File: config.mk
export PLATFORM = sky130hd
export DESIGN_NAME = wb_stage_reg
export DESIGN_NICKNAME = d
export VERILOG_FILES = /design/src/rtl/wb_pkg.sv /design/src/rtl/wb_stage_reg_load_align.sv /design/src/rtl/wb_stage_reg.sv
export SDC_FILE = /design/constraint.sdc
export NUM_CORES = 1
export LEC_CHECK = 0
export ABC_CLOCK_PERIOD_IN_PS = 2600
export BUFFER_PORTS_ARGS = -buffer_cell sky130_fd_sc_hd__buf_4
export CELL_PAD_IN_SITES_DETAIL_PLACEMENT = 0
export CELL_PAD_IN_SITES_GLOBAL_PLACEMENT = 1
export CORE_MARGIN = 2
export CORE_UTILIZATION = 31
export CTS_CLUSTER_SIZE = 8
export DETAILED_ROUTE_END_ITERATION = 10
export HOLD_SLACK_MARGIN = 0.08
export PLACE_DENSITY_LB_ADDON = 0.08
export REMOVE_ABC_BUFFERS = 1
export SLEW_MARGIN = 20
export SYNTH_ARGS = -nofsm -noshare
export SYNTH_HDL_FRONTEND = slang
export SYNTH_SLANG_ARGS = --single-unit
File: constraint.sdc
create_clock -name clk -period 2.6 [get_ports clk]
set_input_delay 0.26 -clock clk [delete_from_list [all_inputs] [get_ports clk]]
set_output_delay 0.26 -clock clk [all_outputs]
set_load 0.05 [all_outputs]
File: src/rtl/wb_pkg.sv
// Shared types and constants for the writeback stage: source-select encoding,
// RV32 load funct3 codes and the poison word.
package wb_pkg;

  typedef enum logic [1:0] {
    WB_ALU = 2'b00,
    WB_MEM = 2'b01,
    WB_PC4 = 2'b10,
    WB_IMM = 2'b11
  } wb_sel_e;

  localparam logic [2:0] F3_LB  = 3'b000;
  localparam logic [2:0] F3_LH  = 3'b001;
  localparam logic [2:0] F3_LW  = 3'b010;
  localparam logic [2:0] F3_LBU = 3'b100;
  localparam logic [2:0] F3_LHU = 3'b101;

  localparam logic [31:0] POISON_WORD = 32'hDEADBEEF;

endpackage

File: src/rtl/wb_stage_reg_load_align.sv
// Combinational load-data aligner: picks the byte/halfword addressed by the low
// address bits and sign- or zero-extends it to XLEN.
module load_align
  import wb_pkg::*;
#(
  parameter int unsigned     XLEN   = 32,
  parameter logic [XLEN-1:0] POISON = POISON_WORD
) (
  input  logic [XLEN-1:0] mem_rdata,
  input  logic [1:0]      addr_lo,
  input  logic [2:0]      funct3,
  output logic [XLEN-1:0] aligned
);

  logic signed [7:0]  byte_sel;
  logic signed [15:0] half_sel;

  always_comb begin
    byte_sel = mem_rdata[7:0];
    case (addr_lo)
      2'd0: byte_sel = mem_rdata[7:0];
      2'd1: byte_sel = mem_rdata[15:8];
      2'd2: byte_sel = mem_rdata[23:16];
      2'd3: byte_sel = mem_rdata[31:24];
    endcase
    // addr_lo[0] is deliberately ignored for halfwords; misalignment is trapped upstream
    half_sel = addr_lo[1] ? mem_rdata[31:16] : mem_rdata[15:0];

    aligned = POISON;
    case (funct3)
      F3_LB:   aligned = {{(XLEN-8){byte_sel[7]}}, byte_sel};
      F3_LBU:  aligned = {{(XLEN-8){1'b0}}, byte_sel};
      F3_LH:   aligned = {{(XLEN-16){half_sel[15]}}, half_sel};
      F3_LHU:  aligned = {{(XLEN-16){1'b0}}, half_sel};
      F3_LW:   aligned = mem_rdata;
      default: aligned = POISON;
    endcase
  end

endmodule

File: src/rtl/wb_stage_reg.sv
// MEM/WB pipeline register: load alignment, writeback source select, stall/flush
// handling, x0 protection and a retired-instruction counter.
module wb_stage_reg
  import wb_pkg::*;
#(
  parameter int unsigned     XLEN       = 32,
  parameter int unsigned     REG_ADDR_W = 5,
  parameter int unsigned     CNT_W      = 64,
  parameter logic [XLEN-1:0] POISON     = POISON_WORD
) (
  input  logic                  clk,
  input  logic                  rst,
  input  logic                  in_valid,
  input  logic                  stall,
  input  logic                  flush,
  input  logic [XLEN-1:0]       mem_rdata,
  input  logic [XLEN-1:0]       alu_result,
  input  logic [XLEN-1:0]       pc_plus_4,
  input  logic [XLEN-1:0]       imm,
  input  logic [1:0]            wb_sel,
  input  logic [2:0]            load_funct3,
  input  logic [REG_ADDR_W-1:0] rd_in,
  input  logic                  regwrite_in,
  output logic                  wb_valid,
  output logic [REG_ADDR_W-1:0] wb_rd,
  output logic [XLEN-1:0]       wb_data,
  output logic                  wb_regwen,
  output logic [CNT_W-1:0]      retire_count
);

  logic [XLEN-1:0] load_data_p0;
  logic [XLEN-1:0] sel_data_p0;
  logic            regwen_p0;
  wb_sel_e         sel_p0;

  logic                  vld_p1;
  logic [REG_ADDR_W-1:0] rd_p1;
  logic [XLEN-1:0]       data_p1;
  logic                  regwen_p1;
  logic [CNT_W-1:0]      cnt_p1;

  // Stage p0: combinational alignment and source select
  load_align #(
    .XLEN   (XLEN),
    .POISON (POISON)
  ) u_load_align (
    .mem_rdata (mem_rdata),
    .addr_lo   (alu_result[1:0]),
    .funct3    (load_funct3),
    .aligned   (load_data_p0)
  );

  assign sel_p0    = wb_sel_e'(wb_sel);
  assign regwen_p0 = in_valid & regwrite_in & (rd_in != '0);

  always_comb begin
    sel_data_p0 = alu_result;
    case (sel_p0)
      WB_ALU: sel_data_p0 = alu_result;
      WB_MEM: sel_data_p0 = load_data_p0;
      WB_PC4: sel_data_p0 = pc_plus_4;
      WB_IMM: sel_data_p0 = imm;
    endcase
  end

  // Stage p1: the WB register; priority rst > flush > stall > capture
  always_ff @(posedge clk) begin
    if (rst) begin
      vld_p1    <= 1'b0;
      rd_p1     <= '0;
      data_p1   <= '0;
      regwen_p1 <= 1'b0;
      cnt_p1    <= '0;
    end else if (flush) begin
      vld_p1    <= 1'b0;
      regwen_p1 <= 1'b0;
    end else if (!stall) begin
      vld_p1    <= in_valid;
      rd_p1     <= rd_in;
      data_p1   <= sel_data_p0;
      regwen_p1 <= regwen_p0;
      cnt_p1    <= cnt_p1 + CNT_W'(in_valid);
    end
  end

  assign wb_valid     = vld_p1;
  assign wb_rd        = rd_p1;
  assign wb_data      = data_p1;
  assign wb_regwen    = regwen_p1;
  assign retire_count = cnt_p1;

endmodule
==> Word-level counts from Yosys, hierarchy flattened <==
Cells that the tools add are included.
W data, S select, Z words.
{ "word_totals": {"regBits": 103, "in_bits": 144} }
{ "classes": {"n_reduce_logical": 6, "n_mux": 4, "eq_ne": 10, "n_addsub": 1, "bitwise_logic": 4} }
{ "op_table": {"columns": ["cell", "n"], "rows": [
  ["$pmux W32 S5", 1],
  ["$pmux W32 S4", 1],
  ["$add A64 B1 Y64", 1],
  ["$pmux W8 S4", 1],
  ["$mux W16", 1],
  ["$eq A2 B2 Y1 const B", 4],
  ["$eq A3 B3 Y1 const B", 2],
  ["$reduce_bool A5 Y1", 1],
  ["$eq A2 B1 Y1 const B", 2],
  ["$logic_not A2 Y1", 2],
  ["$eq A3 B1 Y1 const B", 1],
  ["$eq A3 B2 Y1 const B", 1],
  ["$logic_not A3 Y1", 1],
  ["$and A1 B1 Y1", 2],
  ["$not A1 Y1", 2],
  ["$reduce_and A2 Y1", 1],
  ["$reduce_or A2 Y1", 1]
]} }

==> Logic depth before layout (Yosys ltp) <==
Gate-level depths: netlist (run 1).
{ "depth": {"depth_word": 4, "ltp_mapped": 9, "depth_no_buf": 7} }

==> By module <==
A second synthesis (run 1) with hierarchy kept.
{ "hier_totals": {"cells_unflattened": 707, "area_unflattened_um2": 6024.5} }
{ "by_module_without_submodules": {"columns": ["mod", "cells_each", "instances", "area_per_inst_um2", "seq_area_each_um2"], "rows": [
  ["wb_stage_reg", 579, 1, 5127.4, 2062.0],
  ["load_align", 128, 1, 897.1, 0.0]
]} }

==> Worst setup path after synthesis (run 1) <==
OpenSTA, ideal clock, no wires.
{ "synth_path": {"path_kind": "reg-to-reg", "start": "register cnt_p1[0], in the netlist retire_count[0]", "end": "register cnt_p1[44], in the netlist retire_count[44]", "setup_time_ns": 0.059, "t_arrival_ns": 3.030, "slack_ns": -0.489, "stages_incl_launch_ff": 10, "path_cell_list": "dfxtp_1 ha_1 ha_1 or3b_1 buf_2 or3_1 buf_2 or4_4 or4_1 nand2_1"} }
{ "synth_between": {"elab_chain_len": 1} }
{ "synth_rtl": {"columns": ["item", "line", "text"], "rows": [
  ["start, declared", "wb_stage_reg.sv:40", "logic [CNT_W-1:0] cnt_p1;"],
  ["start signal, assigned", "wb_stage_reg.sv:82", "cnt_p1 <= cnt_p1 + CNT_W'(in_valid);"],
  ["$add A64 B1 Y64", "wb_stage_reg.sv:82", null]
]} }
Every way passes these cells.
A chain may end at the register's enable or synchronous reset.

==> Final worst setup path (run 1) <==
{ "layout_path": {"start": "register cnt_p1[0], in the netlist retire_count[0]", "end": "register cnt_p1[46], in the netlist retire_count[46]"} }
Same word-level chain as after synthesis.

==> results.yml, run 1 <==
power_and_ir_drop:
  ir_drop_uv: 328
  power_density_nw_per_um2: 450
  power.leakage_nw: 3.31
finish:
  multiInputGateArea_um2: 3470
  regArea_um2: 2060
  final_common_cell: "buf_4"
  num_antenna_cells: 0
  layout-drive-gt1-share_pct: 36.8
  fill_cells: 1799
  layout_common_cells: "287 x buf_4, 102 x dfxtp_1, 77 x nor2_1"
  areaGrowthSynthToFinish_pct: 46.5
  fin_cells: 1203
  stdcell_area_um2: 8410
  fin_nets: 1115
synthesis:
  yosysWarningCount: 0
  synth_enable_flop_cells: 0
  synth_cells: 714
  ys_ff_latch: 103
  synthArstFlopShare_pct: 0
  seq_area_frac_synth_pct: 35.9
  syn-cell-area_um2: 5740
  synth_flop_cell: "dfxtp_1"
  syn_area_per_cell_um2: 8.04
  netlist-cell-type-count: 49
sta:
  final_hold_viol_count: 0
  fin_skew_ps: 6.06
  fin_crit_ps: 2500
  setup_violations: 0
  tightest_slew_ps: 632
  finalCritPeriodShare_pct: 96.1
  drv_slew: 0
  finalSetupTns_ps: 0
  max_freq_mhz: 400
  relSlewSlack_pct: 57.9
  fin_hold_ws_ps: 117
cts:
  cts.clk_slew.worst_paths_ps: 70
  postCtsHoldBufs: 0
  cts_tree: "yes"
  clk_latency_ps: 360
  clock-sinks: 103
  cts_buffers: 9
  cts_buffer_depth: 2
  htree_levels: 3
  ctsRootBufferMaster: "clkbuf_16"
floorplan:
  initial_core_util_pct: 31.7
  die_area_um2: 19600
  die_h_um: 140
  coreArea_um2: 18100
  num_io_pins: 247
  row_count: 49
  fp.dieW_um: 140
grt:
  groute.usage.overall_pct: 21.4
  antenna_found_initial: 0
  grt_max_degree: 56
  grt_pass1_wl_um: 33800
  overflow: 0
  grt_pass1_vias: 6409
detailed_routing:
  drtAntennaViolNets: 0
  drt_pass1_iterations: 10
  viasPerCell: 5.35
  wl_um: 21500
  via_count: 6435
  drt-initial-drc-count: 455
  avgRoutedWirePerCell_um: 17.9
  drc: 8
setup_path:
  crit_top_cell: "ha_4"
  slowest_delay_ps: 560
  critPathSlowestCell: "or4_4"
  critPathBufInv: 0
  path_class: "flip-flop to flip-flop"
  cp_top_family: "simple AND/OR/NAND/NOR gates"
  path_cells: "ha_4 -> ha_4 -> or3b_4 -> or3_1 -> or4_4 -> or4_1 -> nand2_1"
  critPathArrivalTime_ps: 2810
  required_ps: 2910
  start_kind: "flip-flop"
  crit_fanout: 3
  endpoint_kind: "flip-flop"
placed_design:
  place_congestion: 0.833
  postPlaceCellArea_um2: 7980
  place_inst: 1180
  dp_hpwl_um: 16300
  io_buffers: 246
job:
  max_cap_viol_count: 0
worst_hold_path:
  min-delay-path-class: "input pin to flip-flop"
run_status:
  violations: "DRC"
  outcome: "finished, violations left"
[power breakdown]
part           switching (W)  total (W)  leakage (nW)  internal [W]
Combinational       0.000386   0.000691          2.32      0.000305
Clock               0.000687    0.00145         0.150      0.000766
Sequential         0.0000205    0.00164         0.836       0.00161
Total                0.00109    0.00378          3.31       0.00269
[registers in the layout, summed over array words and instances (netlist names)]
signal        flops
retire_count     64
wb_data          32
wb_rd             5
wb_regwen         1
wb_valid          1
[what timing repair did]
action,4_1_cts,5_1_grt
gates cloned,1,0
gates resized for setup,2,13
buffers inserted,4,3
setup endpoints to repair,1,11
pin swaps,1,8
[stage by stage]
stage / util [%] / worst slack, ps / total power [W]
2_1_floorplan: - / -439 / 0.00199
3_5_place_dp: 44.1 / -75.2 / 0.00236
4_1_cts: 46.1 / 1.02 / 0.00383
5_1_grt: 46.5 / -7.39 / 0.00394
3_3_place_gp: 44.1 / 27.7 / 0.00235
6_report: 46.5 / 100 / 0.00378
[per-layer routing]
| metal | up-vias | GRT usage, % | wire length (µm) |
|---|---|---|---|
| li1 | 3156 | - | - |
| met1 | 3080 | 25.0 | 8930 |
| met2 | 179 | 38.6 | 10900 |
| met3 | 20 | 6.50 | 1410 |
| met4 | 0 | 4.84 | 289 |
| met5 | - | 0 | 0 |
[cells in the mapped netlist (3+ instances only)]
| master | count | area [µm²] |
|---|---|---|
| nor2_1 | 78 | 293 |
| o21ai_0 | 43 | 215 |
| mux2i_1 | 6 | 60.1 |
| or4_1 | 21 | 158 |
| nor3_1 | 10 | 50.1 |
| a311oi_1 | 6 | 52.6 |
| a21o_1 | 5 | 37.5 |
| nor4_1 | 13 | 81.3 |
| xor2_1 | 14 | 123 |
| mux2_2 | 24 | 270 |
| mux4_2 | 7 | 158 |
| nand4_1 | 25 | 156 |
| a21oi_1 | 66 | 330 |
| or3_1 | 16 | 100 |
| inv_1 | 27 | 101 |
| buf_2 | 3 | 15.0 |
| a22oi_1 | 3 | 22.5 |
| nand2_1 | 65 | 244 |
| o31ai_1 | 16 | 120 |
| xnor2_1 | 18 | 158 |
| clkbuf_1 | 39 | 146 |
| dfxtp_1 | 103 | 2060 |
| a31oi_1 | 6 | 37.5 |
| and2_1 | 3 | 18.8 |
| o221ai_1 | 22 | 193 |
| a221oi_1 | 6 | 52.6 |
| and4_1 | 4 | 35.0 |
| nand3_1 | 24 | 120 |
| buf_1 | 3 | 11.3 |
| nor2b_1 | 7 | 43.8 |
| a32o_1 | 3 | 30.0 |
| or2_2 | 4 | 25.0 |
[cell type report]
type | instances | share of cell area (%)
timing repair buffer | 289 | 25.9
clock buffer | 10 | 2.72
tap | 229 | 3.41
inverter | 27 | 1.21
clock inverter | 6 | 0.908
multi-input combinational | 539 | 41.3
sequential | 103 | 24.5
[final timing paths]
| kind | start | end | slack, ps | cells past startpoint |
|---|---|---|---|---|
| max | retire_count[0] | retire_count[46] | 100 | 7 |
| min | flush | wb_valid | 120 | 2 |
| max reg2reg | retire_count[0] | retire_count[46] | 100 | 7 |
| min reg2reg | wb_rd[2] | wb_rd[2] | 460 | 2 |
[cells by family after synthesis]
group                      after synthesis  share of synthesized area (%)
and+or+nand+nor                        284                           25.3
AOI/OAI and AO/OA                      184                           20.2
DFF                                    103                           35.9
buffers and inverters                   72                           4.77
muxes                                   37                           8.50
xor gates and xnor gates                32                           4.88
adders and majority gates                2                          0.436
Power figures use the tool's default switching activity.
==> inputs of run 2 (changes only) <==
ABC_AREA = 1   (was not set)
CELL_PAD_IN_SITES_DETAIL_PLACEMENT = not set   (was 0)
CELL_PAD_IN_SITES_GLOBAL_PLACEMENT = not set   (was 1)
CORE_UTILIZATION = 46   (was 31)
==> run 2 against run 1 <==
Effect of this change:
- fmax grew 14%
- flip-flop and latch count unchanged
- register-to-register slack improved by 300 ps
- critical path type unchanged
- clock power barely moved
- core utilization up 16 points
- final cell count increased by 32%
- design area increased by 9.3%
- worst hold slack improved by 34 ps
- largest cell class unchanged
- critical path depth grew 4
- count of clock-buffer cells in the layout is the same
- the flow now finishes without violations
==> results.yml, run 2 <==
synthesis:
  synth_cells: 1169
  synthTopCellsByArea: "dfxtp_1 30%, nand2_1 23%, nor2_1 13%, a21oi_1 6.1%, nand3_1 3.9%"
  synth.most_common_cell: "nand2_1"
  netlist-cell-type-count: 36
  syn_area_per_cell_um2: 5.90
  synthArstFlopShare_pct: 0
  synth.top_cell.area_share_pct: 29.9
  ys_ff_latch: 103
  synth_enable_flop_cells: 0
  netlist_top_cells_count: "421 x nand2_1, 230 x nor2_1, 103 x dfxtp_1, 84 x a21oi_1, 70 x inv_1"
  synth_flop_cell: "dfxtp_1"
  synth_top_area_cell: "dfxtp_1"
  seq_area_frac_synth_pct: 29.9
  yosysWarningCount: 0
  syn-cell-area_um2: 6890
detailed_routing:
  drt_pass1_iterations: 5
  drtAntennaViolNets: 0
  via_count: 8350
  avgRoutedWirePerCell_um: 15.5
  viasPerCell: 5.26
  wl_um: 24600
  drc: 0
  drt-initial-drc-count: 543
placed_design:
  io_buffers: 246
  place_congestion: 0.926
  place_inst: 1571
  dp_hpwl_um: 19200
cts:
  cts.clk_slew.worst_paths_ps: 70
  htree_levels: 3
  post_cts_resized: 0
  ctsRootBufferMaster: "clkbuf_16"
  cts_buffers: 9
  clock-sinks: 103
  postCtsHoldBufs: 0
  clk_latency_ps: 360
  post_cts_buffers: 0
  cts_tree: "yes"
  cts_buffer_depth: 2
power_and_ir_drop:
  sw_frac_of_total_pct: 29.9
  p_int_w: 0.00267
  power.leakage_nw: 3.92
  ir_drop_uv: 309
  p_seq_share_pct: 42.8
  power_density_nw_per_um2: 415
  power.switching_w: 0.00114
  pwr-share-clk_pct: 37.5
  p_comb_share_pct: 19.7
setup_path:
  critPathBufInv: 0
  cp_top_family: "simple AND/OR/NAND/NOR gates"
  required_ps: 2860
  path_class: "flip-flop to flip-flop"
  endpoint_kind: "flip-flop"
  reg2reg_slack_ps: 400
  critPathArrivalTime_ps: 2460
  critPathSlowestCell: "dfxtp_1"
  path_cells: "ha_1 -> ha_1 -> nand3_2 -> nor2_8 -> nand3_4 -> nor2_8 -> nand3_4 -> nor2_2 -> nand3_1 -> nand2_1 -> nor2_1"
  start_kind: "flip-flop"
  crit_fanout: 7
  slowest_delay_ps: 370
sta:
  drv_slew: 0
  finalSetupTns_ps: 0
  final_hold_viol_count: 0
  rsz0062_at_grt: "false"
  setup_violations: 0
  fin_skew_ps: 2.68
  tightest_slew_ps: 1020
  fin_crit_ps: 2200
  finalCritPeriodShare_pct: 84.7
  max_freq_mhz: 454
  relSlewSlack_pct: 31.8
floorplan:
  die_h_um: 126
  row_count: 44
  die_area_um2: 16000
  coreArea_um2: 14600
  initial_core_util_pct: 47.2
  fp.dieW_um: 126
  num_io_pins: 247
finish:
  fin_nets: 1544
  num_antenna_cells: 0
  final_common_cell: "nand2_1"
  fin_util_pct: 63.0
  areaGrowthSynthToFinish_pct: 33.3
  largest_reg_flops: 64
  layout-drive-gt1-share_pct: 22.2
  layout_common_cells: "421 x nand2_1, 259 x buf_4, 230 x nor2_1"
  fin_cells: 1587
run_status:
  outcome: "finished, final reports clean"
grt:
  grt_max_degree: 64
  grt_pass1_vias: 7852
  antenna_found_initial: 0
  grt_pass1_wl_um: 39100
  overflow: 0
  groute.usage.overall_pct: 30.2
job:
  max_cap_viol_count: 0
worst_hold_path:
  min-delay-path-class: "input pin to flip-flop"
[run 2: cell count changes after synthesis, sizes merged, moves of 18 or more]
cell	before	now
a21oi	66	84
a221oi	6	24
inv	27	73
mux2	24	0
nand2	65	423
nand3	24	62
nor2	78	249
o221ai	22	0
or4	22	0
[run 2: power groups by stage]
stage / clock [W] / combinational [W] / sequential [W]
detailed placement: 0 / 0.000748 / 0.00167
floorplan: 0 / 0.000266 / 0.00179
global route: 0.00150 / 0.000822 / 0.00164
finish: 0.00143 / 0.000750 / 0.00163
global placement: 0 / 0.000745 / 0.00167
CTS: 0.00144 / 0.000750 / 0.00163
[run 2: cells by family (layout without fill, tap and decap cells)]
kind of cell,Yosys count,count (layout),synth area share [%]
AO/OA/AOI/OAI,164,164,13.7
XOR/XNOR,16,16,2.03
adder cells (fa/ha/maj),2,2,0.363
buffers and inverters,115,349,6.64
flip-flops,103,103,29.9
AND/OR/NAND/NOR,769,769,47.3
[run 2: cell type report]
cell class | count | area [µm²]
Fill cell | 1408 | 5410
Multi-Input combinational cell | 951 | 4370
Sequential cell | 103 | 2060
Timing Repair Buffer | 259 | 1940
Inverter | 74 | 278
Tap cell | 184 | 230
Clock buffer | 10 | 229
Clock inverter | 6 | 68.8
[run 2: routing by layer]
metal	wire length (µm)	global-route usage, %	up-vias
li1	-	-	4236
met3	1710	6.16	49
met2	11900	52.0	314
met4	702	10.9	0
met5	0	0	-
met1	10300	37.3	3751
[run 2: worst paths after layout]
| path | endpoint | startpoint | cells after the start |
|---|---|---|---|
| worst max-delay path | retire_count[42] | retire_count[0] | 11 |
| worst min-delay path | wb_rd[1] | rd_in[1] | 3 |
| worst max register to register | retire_count[42] | retire_count[0] | 11 |
| worst min register to register | wb_regwen | wb_regwen | 2 |
[run 2: tightest hold or removal path, cell delays in order]
cell and delay [ps]:
buf_4 70, inv_1 40, a21oi_1 100
[run 2: per-stage QoR]
step                power [W]  hold slack (ps)  setup slack (ps)  area, µm²
floorplan             0.00206              329               268       6710
global placement      0.00241              451               444       8890
detailed placement    0.00242              453               412       8890
CTS                   0.00382              146               398       9180
global route          0.00396              169               193       9180
finish                0.00381              151               398       9180
